`src/rtl/pe_float_pkg.sv`:
```
// Shared float32 field definitions and helpers for PE shared-resource blocks.
// Latency: n/a (package only).
// Backpressure: n/a (package only).
package pe_float_pkg;

  localparam int FP32_BIAS   = 127;
  localparam int FP32_EXP_W  = 8;
  localparam int FP32_MANT_W = 23;

  typedef struct packed {
    logic                   sign;
    logic [FP32_EXP_W-1:0]  exp;
    logic [FP32_MANT_W-1:0] mant;
  } fp32_t;

  // Ceiling log2, never below 1 so index buses stay at least one bit wide.
  function automatic int clog2(input int n);
    int r;
    int v;
    r = 0;
    v = 1;
    while (v < n) begin
      v = v * 2;
      r = r + 1;
    end
    return (r < 1) ? 1 : r;
  endfunction

endpackage

```
`src/rtl/pe_rr_arbiter.sv`:
```
// Round-robin arbiter: one-hot grant to the first request after ptr_i, wrapping.
// Latency: purely combinational.
// Backpressure: en_i low suppresses any grant; the caller owns the pointer.
module pe_rr_arbiter
  import pe_float_pkg::*;
#(
  parameter int NUM_REQ = 4,
  parameter int IDX_W   = clog2(NUM_REQ)
) (
  input  logic [NUM_REQ-1:0] req_i,
  input  logic [IDX_W-1:0]   ptr_i,
  input  logic               en_i,
  output logic [NUM_REQ-1:0] gnt_o,
  output logic [IDX_W-1:0]   idx_o,
  output logic               any_o
);

  int               j;
  logic [IDX_W-1:0] jj;

  // Scan from the slot after the last winner so every requester gets a turn.
  always_comb begin
    gnt_o = '0;
    idx_o = '0;
    any_o = 1'b0;
    j     = 0;
    jj    = '0;
    for (int k = 1; k <= NUM_REQ; k++) begin
      j = int'(ptr_i) + k;
      if (j >= NUM_REQ) j = j - NUM_REQ;
      jj = IDX_W'(j);
      if (en_i && !any_o && req_i[jj]) begin
        gnt_o[jj] = 1'b1;
        idx_o     = jj;
        any_o     = 1'b1;
      end
    end
  end

endmodule

```
`src/rtl/pe_cvt_arbiter.sv`:
```
// Shared int32->float32 converter for NUM_REQ PEs; optional per-requester stats under PE_CVT_STATS_EN.
// Latency: handshake edge N -> out_valid after edge N+1 (two registered stages), 1 result/cycle.
// Backpressure: out_ready low holds out_data/out_tag; stage 1 fills, then req_ready drops to zero.
module pe_cvt_arbiter
  import pe_float_pkg::*;
#(
  parameter int NUM_REQ = 4,
  parameter int TAG_W   = 2
) (
  input  logic                  clk,
  input  logic                  rst,
  input  logic [NUM_REQ-1:0]    req_valid,
  input  logic [32*NUM_REQ-1:0] req_data,
  output logic [NUM_REQ-1:0]    req_ready,
  output logic                  out_valid,
  input  logic                  out_ready,
  output logic [31:0]           out_data,
  output logic [TAG_W-1:0]      out_tag,
  output logic                  busy
`ifdef PE_CVT_STATS_EN
  ,
  input  logic                  stat_clr,
  output logic [NUM_REQ*16-1:0] stat_count
`endif
);

  localparam int IDX_W = clog2(NUM_REQ);

  logic en1, en2;
  logic [NUM_REQ-1:0] gnt;
  logic [IDX_W-1:0]   gnt_idx;
  logic               hs;

  logic [IDX_W-1:0] rr_ptr_q, rr_ptr_d;

  logic             s1_valid_q, s1_valid_d;
  logic             s1_sign_q, s1_sign_d;
  logic [31:0]      s1_mag_q, s1_mag_d;
  logic [4:0]       s1_msb_q, s1_msb_d;
  logic             s1_zero_q, s1_zero_d;
  logic [TAG_W-1:0] s1_tag_q, s1_tag_d;

  logic             s2_valid_q, s2_valid_d;
  fp32_t            out_data_q, out_data_d;
  logic [TAG_W-1:0] out_tag_q, out_tag_d;

  logic [31:0] operand;
  logic [31:0] norm;

  assign en2 = ~s2_valid_q | out_ready;
  assign en1 = ~s1_valid_q | en2;

  // Grants are masked during reset so nothing is accepted into a pipeline being cleared.
  pe_rr_arbiter #(
    .NUM_REQ (NUM_REQ),
    .IDX_W   (IDX_W)
  ) u_arb (
    .req_i (req_valid),
    .ptr_i (rr_ptr_q),
    .en_i  (en1 & ~rst),
    .gnt_o (gnt),
    .idx_o (gnt_idx),
    .any_o (hs)
  );

  assign req_ready = gnt;
  assign out_valid = s2_valid_q;
  assign out_data  = out_data_q;
  assign out_tag   = out_tag_q;
  assign busy      = s1_valid_q | s2_valid_q;

  // Stage 1: pick the granted operand, take its magnitude and find the leading one.
  always_comb begin
    operand = '0;
    for (int i = 0; i < NUM_REQ; i++) begin
      if (gnt[i]) operand = req_data[32*i +: 32];
    end
    s1_sign_d = operand[31];
    s1_mag_d  = operand[31] ? (~operand + 32'd1) : operand;
    s1_msb_d  = '0;
    for (int b = 0; b < 32; b++) begin
      if (s1_mag_d[b]) s1_msb_d = 5'(b);
    end
    s1_zero_d  = (s1_mag_d == 32'd0);
    s1_tag_d   = TAG_W'(gnt_idx);
    s1_valid_d = en1 ? hs : s1_valid_q;
    rr_ptr_d   = hs ? gnt_idx : rr_ptr_q;
  end

  // Stage 2: shift the leading one to bit 31, drop it, keep the next 23 bits (truncation).
  always_comb begin
    norm       = s1_mag_q << (5'd31 - s1_msb_q);
    s2_valid_d = en2 ? s1_valid_q : s2_valid_q;
    out_data_d = out_data_q;
    out_tag_d  = out_tag_q;
    if (en2 && s1_valid_q) begin
      out_tag_d = s1_tag_q;
      if (s1_zero_q) begin
        out_data_d = '0;
      end else begin
        out_data_d.sign = s1_sign_q;
        out_data_d.exp  = FP32_EXP_W'(FP32_BIAS) + FP32_EXP_W'(s1_msb_q);
        out_data_d.mant = norm[30:8];
      end
    end
  end

  // Stage 1 registers advance on en1; the pointer moves only on a handshake.
  always_ff @(posedge clk or posedge rst) begin
    if (rst) begin
      rr_ptr_q   <= IDX_W'(NUM_REQ - 1);
      s1_valid_q <= 1'b0;
      s1_sign_q  <= 1'b0;
      s1_mag_q   <= '0;
      s1_msb_q   <= '0;
      s1_zero_q  <= 1'b0;
      s1_tag_q   <= '0;
    end else begin
      rr_ptr_q   <= rr_ptr_d;
      s1_valid_q <= s1_valid_d;
      if (en1) begin
        s1_sign_q <= s1_sign_d;
        s1_mag_q  <= s1_mag_d;
        s1_msb_q  <= s1_msb_d;
        s1_zero_q <= s1_zero_d;
        s1_tag_q  <= s1_tag_d;
      end
    end
  end

  // Output stage registers; data only changes when a new result moves in.
  always_ff @(posedge clk or posedge rst) begin
    if (rst) begin
      s2_valid_q <= 1'b0;
      out_data_q <= '0;
      out_tag_q  <= '0;
    end else begin
      s2_valid_q <= s2_valid_d;
      out_data_q <= out_data_d;
      out_tag_q  <= out_tag_d;
    end
  end

`ifdef PE_CVT_STATS_EN
  logic [15:0] cnt_q [NUM_REQ];
  logic [15:0] cnt_d [NUM_REQ];

  // Per-requester handshake counters; a clear beats a coincident increment.
  always_comb begin
    for (int i = 0; i < NUM_REQ; i++) begin
      cnt_d[i] = cnt_q[i];
      if (stat_clr)    cnt_d[i] = '0;
      else if (gnt[i]) cnt_d[i] = cnt_q[i] + 16'd1;
    end
  end

  // Counter registers.
  always_ff @(posedge clk or posedge rst) begin
    if (rst) begin
      for (int i = 0; i < NUM_REQ; i++) cnt_q[i] <= '0;
    end else begin
      for (int i = 0; i < NUM_REQ; i++) cnt_q[i] <= cnt_d[i];
    end
  end

  for (genvar g = 0; g < NUM_REQ; g++) begin : g_stat
    assign stat_count[16*g +: 16] = cnt_q[g];
  end
`endif

endmodule

```
`config.mk`:
```
export PLATFORM = sky130hd
export DESIGN_NAME = pe_cvt_arbiter
export DESIGN_NICKNAME = d
export VERILOG_FILES = /design/src/rtl/pe_float_pkg.sv /design/src/rtl/pe_rr_arbiter.sv /design/src/rtl/pe_cvt_arbiter.sv
export SDC_FILE = /design/constraint.sdc
export NUM_CORES = 1
export LEC_CHECK = 0
export ABC_AREA = 1
export BUFFER_PORTS_ARGS = -buffer_cell sky130_fd_sc_hd__buf_4
export CAP_MARGIN = 20
export CORE_ASPECT_RATIO = 1.75
export CORE_MARGIN = 8
export CORE_UTILIZATION = 38
export CTS_CLUSTER_DIAMETER = 60
export DETAILED_ROUTE_END_ITERATION = 8
export GPL_TIMING_DRIVEN = 0
export PLACE_DENSITY_LB_ADDON = 0.08
export SYNTH_ARGS = -nofsm -noshare
export SYNTH_HDL_FRONTEND = slang
export SYNTH_SLANG_ARGS = --single-unit
```
`constraint.sdc`:
```
create_clock -name clk -period 6.9 [get_ports clk]
set_input_delay 1.035 -clock clk [delete_from_list [all_inputs] [get_ports clk]]
set_output_delay 1.035 -clock clk [all_outputs]
set_load 0.02 [all_outputs]
```
Word-level counts from Yosys, hierarchy flattened
Index checks and enable logic that the tools add are counted.

word-level totals
  bits in latches = 0
  input bits = 135
  output and inout bits = 40
  logic and storage cells = 132
  memories kept = 0
  memory bits (writable) = 0
  flip-flop bits (word level) = 79
  memory bits (read-only) = 0

operators by class
  bitwise operators = 11
  add/sub/neg operators = 11
  muxes and demuxes = 69
  $lt $le $gt $ge = 12
  reduce and logical (&&, ||, !) cells = 16
  div/mod/pow operators = 0
  equal/unequal tests = 0
  $mul = 0
  shift-type cells = 1

operators by type and width
  operator                                                               count
  32-bit 2-to-1 mux                                                      6
  5-bit 2-to-1 mux                                                       30
  32-bit by 1-bit adder with 32-bit output, second input constant        1
  32-bit zero test                                                       1
  32-bit NOT                                                             1
  32-bit by 5-bit << shifter with 31-bit output                          1
  2-bit 2-to-1 mux                                                       8
  4-bit 2-to-1 mux                                                       4
  1-bit 2-to-1 mux                                                       13
  1-bit logical AND                                                      12
  2-bit by 3-bit < comparator with 1-bit output, second input constant   4
  4-bit bitwise OR                                                       3
  3-bit >= comparator, second input constant                             3
  7-bit by 5-bit adder with 8-bit output, first input constant           1
  1-bit binary-select mux with 2-bit select                              4
  1-bit demux with 2-bit select                                          4
  2-bit by 1-bit >= comparator with 1-bit output, second input constant  4
  2-bit by 1-bit subtractor with 2-bit output, second input constant     4
  2-bit by 2-bit adder with 3-bit output, second input constant          2
  5-bit subtractor, first input constant                                 1
  2-bit by 3-bit adder with 4-bit output, second input constant          1
  4-bit by 3-bit >= comparator with 1-bit output, second input constant  1
  2-bit by 1-bit adder with 3-bit output, second input constant          1
  1-bit zero test                                                        3
  other kinds (3)                                                        7

Logic depth before layout (Yosys ltp)
  word-level depth = 57
  gate-level depth with buffers = 50

By module
A second synthesis with hierarchy kept.

second synthesis, totals
  cells, all modules = 1051
  area, all modules = 6985.4 um^2

by module, submodules not included
  module          cells an instance  area each (um^2)  seq. area each (um^2)  instances
  pe_cvt_arbiter  958                6416.2            1954.4                 1
  pe_rr_arbiter   93                 569.3             0.0                    1

Worst setup path before layout
OpenSTA, ideal clock, no wires.

  path type = input to register
  start = input port rst
  end = register s1_zero_q
  data required time = 6.796 ns
  stages on the path = 29
  buffers on the path = 1
  path slack = 0.573 ns
  arrival = 6.224 ns
  cell sequence = inv_1 -> nand2_1 -> inv_2 -> nand4_2 -> nor2_4 -> nand2_2 -> nand2_4 -> inv_4 -> buf_6 -> nand3_2 -> nand2_1 -> a21oi_4 -> ha_1 -> nand3_1 -> nor2_2 -> nand4_1 -> nor2_2 -> nand3_1 -> nor3_2 -> nand2_2 -> nor4_4 -> nand3_1 -> nand2_1 -> xor2_2 -> nor2_1 -> nand2_1 -> nor2_1 -> nand3_2 -> o41ai_2

between the ends
  cells in the longest elaborated chain, start to end = 24
  elaborated cells between the ends (all ways) = 30

ends and longest elaborated chain
  item                                      RTL line               text
  start, declared                           pe_cvt_arbiter.sv:11   input logic rst,
  1-bit NOT *                               pe_cvt_arbiter.sv:60   .en_i (en1 & ~rst),
  1-bit AND *                               pe_cvt_arbiter.sv:60
  1-bit logical AND                         pe_rr_arbiter.sv:32    if (en_i && !any_o && req_i[jj]) begin
  1-bit 2-to-1 mux                          pe_rr_arbiter.sv:32
  1-bit zero test                           pe_rr_arbiter.sv:32
  1-bit logical AND (2 in a row)            pe_rr_arbiter.sv:32
  1-bit 2-to-1 mux                          pe_rr_arbiter.sv:32
  1-bit zero test                           pe_rr_arbiter.sv:32
  (+4 left out)                             n/a
  1-bit logical AND (2 in a row)            pe_rr_arbiter.sv:32
  4-bit 2-to-1 mux *                        pe_rr_arbiter.sv:32
  32-bit 2-to-1 mux (3 in a row)            pe_cvt_arbiter.sv:76   if (gnt[i]) operand = req_data[32*i +: 32];
  32-bit 2-to-1 mux *                       pe_cvt_arbiter.sv:76
  32-bit NOT                                pe_cvt_arbiter.sv:79   s1_mag_d = operand[31] ? (~operand + 32'd1) : operand;
  32-bit by 1-bit adder with 32-bit output  pe_cvt_arbiter.sv:79
  32-bit 2-to-1 mux *                       pe_cvt_arbiter.sv:79
  32-bit zero test *                        pe_cvt_arbiter.sv:84   s1_zero_d = (s1_mag_d == 32'd0);
  end signal, assigned                      pe_cvt_arbiter.sv:125  s1_zero_q <= s1_zero_d;
  end, declared                             pe_cvt_arbiter.sv:40   logic s1_zero_q, s1_zero_d;

Every way passes the cells marked *; elsewhere a longest branch is shown, timed or not.
A chain may end at the register's enable or synchronous reset.

Final worst setup path
  start = register rr_ptr_q[1]
  end = register s1_msb_q[4]

between the ends
  cells in the longest elaborated chain, start to end = 55
  elaborated cells between the ends (all ways) = 100

ends and longest elaborated chain
  item                                                                             RTL line               text
  start, declared                                                                  pe_cvt_arbiter.sv:34   logic [IDX_W-1:0] rr_ptr_q, rr_ptr_d;
  start signal, assigned                                                           pe_cvt_arbiter.sv:111  rr_ptr_q <= IDX_W'(NUM_REQ - 1);
  start signal, assigned                                                           pe_cvt_arbiter.sv:119  rr_ptr_q <= rr_ptr_d;
  branches (longest 18 deep; another with 2-bit by 1-bit adder with 3-bit output)  n/a
  4-bit 2-to-1 mux *                                                               pe_rr_arbiter.sv:32
  32-bit 2-to-1 mux (3 in a row)                                                   pe_cvt_arbiter.sv:76
  32-bit 2-to-1 mux *                                                              pe_cvt_arbiter.sv:76
  32-bit NOT                                                                       pe_cvt_arbiter.sv:79
  32-bit by 1-bit adder with 32-bit output                                         pe_cvt_arbiter.sv:79
  32-bit 2-to-1 mux *                                                              pe_cvt_arbiter.sv:79
  5-bit 2-to-1 mux (28 in a row)                                                   pe_cvt_arbiter.sv:82   if (s1_mag_d[b]) s1_msb_d = 5'(b);
  5-bit 2-to-1 mux *                                                               pe_cvt_arbiter.sv:82
  end signal, assigned                                                             pe_cvt_arbiter.sv:124  s1_msb_q <= s1_msb_d;
  end, declared                                                                    pe_cvt_arbiter.sv:39   logic [4:0] s1_msb_q, s1_msb_d;

Every way passes the cells marked *. The select of a mux whose other input is x is not followed.

==> flow_summary.yaml <==
outcome:
  run_status: "complete, no violations"
logic_synthesis:
  postSynthNetCount: 1206
  synth_cell_type_count: 61
  synthCells: 1061
  mappedNetlistArea_um2: 6962
  ys.warnings.count: 0
  yosysSeqAreaShare: 0.2807
  synthesis.area_per_instance_um2: 6.561
  synth.ff_latch_count: 78
place:
  hpwl_um: 19050
  portBuffers: 174
  placed_cells: 1470
  globalplace.congestion: 0.9519
timing:
  post-route-period-util: 0.7791
  clock_skew_ns: 0.004096
  period_needed_ns: 5.376
  maxSlewHeadroom: 0.5890
  tightestPinTransition_ns: 0.6143
  rsz0062_at_grt: "no"
  timing.final.hold_violations: 0
  final_count_of_pins_violating_max_slew: 0
  max_freq_ghz: 0.1860
  report.final.setup_viol: 0
clock_network:
  worst_setup_hold_path_clk_slew_ns: 0.06
  tritoncts_clock_tree: "done"
  clkSinkCount: 78
  clk_root_buffer_cell: "sky130_fd_sc_hd__clkbuf_16"
  post_cts_hold_buffer_count: 0
  cts_buffer_depth: 2
  cts_setup_buffers: 0
  cts_max_level: 3
  cts_made_buffers: 9
  clk_latency_ns: 0.34
  cts_resized: 0
grt:
  first_global_vias: 7705
  largest_net_degree_at_the_start_of_global_routing: 72
  grt_pass1_wl_um: 37350
  grt_resource_usage_total: 0.1964
  grt.busiest_layer: "met2"
  globalRoute.totalOverflow: 0
  initial_antenna_violation_count: 0
  grt_util_met1: 0.1923
  use_met3: 0.05142
  met2_usage: 0.3631
hold_path:
  worst_hold_startpoint: "s1_tag_q[1]"
  holdCritPathClass: "reg -> reg"
critical_path:
  worst-endpoint-required_ns: 7.13
  worst_path_most_repeated_cell: "sky130_fd_sc_hd__nand3_1"
  setup.worst_path.start_class: "flop"
  critical_path.top_delay_family: "simple AND/OR/NAND/NOR gates"
  critical_path.endpoint_type: "flop"
  cpPeakStageDelay_ns: 0.63
  timing.rr.start: "rr_ptr_q[1]"
  timing.critical_path.fanout_max: 10
  cp_num_buf_inv: 4
  worst_ep_arrival_time_ns: 5.60
  timing.critical_path.slowest_stage_cell: "sky130_fd_sc_hd__dfstp_2"
  criticalPathCategory: "reg -> reg"
  crit_path_start: "rr_ptr_q[1]"
final_layout:
  share_of_cells_above_drive_strength_1: 0.2288
  insertedDiodeCount: 0
  finalNetCount: 1392
  area.growth.synth_to_final_pct: 27.08
  final_cell_count_no_fill: 1484
routing:
  drt_drc_violations_left: 0
  antenna_violating_nets_post_route: 0
  viasPerCell: 4.983
  drt-total-wl_um: 22390
  drt_first_iter_violations: 340
  route.vias.total: 7395
  wire_per_inst_um: 15.08
  drt_first_pass_iters: 4
floorplanning:
  i_o_pins: 175
  die-area_um2: 23080
  num_rows: 65
  initial_utilization: 0.3873
  placeableCoreArea_um2: 17970
  die_y_um: 195.1
  die_width_um: 118.3
job:
  cap_viol_max_count: 0
## per-layer routing
metal  vias up  wire (µm)  share of wire
li1       3862          -              -
met1      3262       8152           0.36
met2       216      11680           0.52
met3        55       1401          0.063
met4         0       1155          0.052
met5         -          0              0
## cell usage after synthesis, drive strengths merged
master,count,area share
dfstp,2,0.0075
o41ai,1,0.0023
nand4,8,0.011
nor2,134,0.078
o31ai,4,0.0070
a22o,1,0.0013
o22ai,1,0.00090
buf,24,0.027
a22oi,31,0.040
o32ai,1,0.0013
a21oi,49,0.042
nand2,346,0.20
nand3b,2,0.0022
or2,4,0.0036
a221o,1,0.0014
a31oi,10,0.0090
nand3,111,0.089
o211ai,11,0.012
o221ai,4,0.0050
and3,1,0.00090
ha,10,0.018
mux2i,1,0.0014
clkinv,1,0.00072
xnor2,1,0.0013
o21ai,80,0.059
a32oi,2,0.0025
xor2,26,0.037
a221oi,1,0.0013
dfrtp,76,0.27
o21bai,1,0.0011
nor3,6,0.0050
inv,73,0.040
nor4,1,0.0031
clkbuf,36,0.020
## worst register-to-register path, delay by kind of cell (launching register included)
kind                     cells  cell delay, ns
AND/OR/NAND/NOR             23            3.14
adder cells (fa/ha/maj)      2            0.65
flip-flops                   1            0.63
buffers and inverters        4            0.51
AO/OA/AOI/OAI                2            0.24
XOR/XNOR                     1            0.08
## metrics by stage
stage                       util  hold slack (ns)  worst slack [ns]  cell area (µm²)  TNS [ns]
after floorplan                -           0.4422            0.5727             6962         0
after global placement    0.4763           0.4642            -1.073             8561    -7.262
after detailed placement  0.4780           0.4717             1.070             8591         0
after CTS                 0.4922           0.4863             1.388             8847         0
after global routing      0.4922           0.5132            0.8530             8847         0
final                     0.4922           0.4809             1.524             8847         0
## registers in the layout, indices dropped and copies added (netlist names)
| name | flops |
|---|---|
| out_tag | 2 |
| s1_tag_q | 2 |
| s1_mag_q | 31 |
| s1_valid_q | 1 |
| out_data | 32 |
| rr_ptr_q | 2 |
| out_valid | 1 |
| s1_zero_q | 1 |
| s1_msb_q | 5 |
| s1_sign_q | 1 |
## path summary, 6_finish.rpt
path                               end  slack [ns]  depth (start not counted)
min reg2reg                 out_tag[1]        0.48                          2
min in group asynchronous  out_data[0]        0.59                          2
min                         out_tag[1]        0.48                          2
max                        s1_msb_q[4]        1.52                         32
max in group asynchronous  s1_mag_q[1]        5.72                          3
max reg2reg                s1_msb_q[4]        1.52                         32
## layout by cell type (no fill, tap or decap), types with 3 or more instances in the layout
cell                        count
sky130_fd_sc_hd__inv_2          6
sky130_fd_sc_hd__nand3_2       10
sky130_fd_sc_hd__dfrtp_1       76
sky130_fd_sc_hd__nand2_1      334
sky130_fd_sc_hd__nand2_2        6
sky130_fd_sc_hd__or2_2          3
sky130_fd_sc_hd__clkbuf_1      37
sky130_fd_sc_hd__a31oi_1       10
sky130_fd_sc_hd__a22oi_2        4
sky130_fd_sc_hd__ha_1          10
sky130_fd_sc_hd__nor2_1       122
sky130_fd_sc_hd__xor2_1        22
sky130_fd_sc_hd__buf_4        179
sky130_fd_sc_hd__a21oi_2        4
sky130_fd_sc_hd__nand3_1      100
sky130_fd_sc_hd__o211ai_1      11
sky130_fd_sc_hd__clkbuf_16      9
sky130_fd_sc_hd__a22oi_1       25
sky130_fd_sc_hd__a21oi_1       42
sky130_fd_sc_hd__buf_6          5
sky130_fd_sc_hd__xor2_2         4
sky130_fd_sc_hd__buf_1          3
sky130_fd_sc_hd__nor3_1         5
sky130_fd_sc_hd__buf_2          9
sky130_fd_sc_hd__clkinv_2       3
sky130_fd_sc_hd__o221ai_1       4
sky130_fd_sc_hd__nand4_1        5
sky130_fd_sc_hd__inv_1         64
sky130_fd_sc_hd__nand2_4        6
sky130_fd_sc_hd__o21ai_0       78
sky130_fd_sc_hd__a21oi_4        3
sky130_fd_sc_hd__nor2_2        10
## cells by family after synthesis
group,Yosys count,synth area share
simple gates,613,0.3879
compound gates,198,0.1860
buf+inv,134,0.08771
flops,78,0.2807
xor+xnor,27,0.03828
fa+ha+maj,10,0.01797
mux,1,0.001438
## final cells by class
| class | count | area (µm²) |
|---|---|---|
| clock inverters | 2 | 10.01 |
| flip-flops and latches | 78 | 1954 |
| multi-input cells | 849 | 4397 |
| plain buffers | 60 | 324.1 |
| repair buffers | 175 | 1334 |
| fillers | 1925 | 9126 |
| well taps | 234 | 292.8 |
| clock buffers | 12 | 246.5 |
| inverters | 74 | 289.0 |
Power is left out: the tool's default activity adds up to more than one toggle a clock period on the data nets, which glitch-free logic cannot reach.
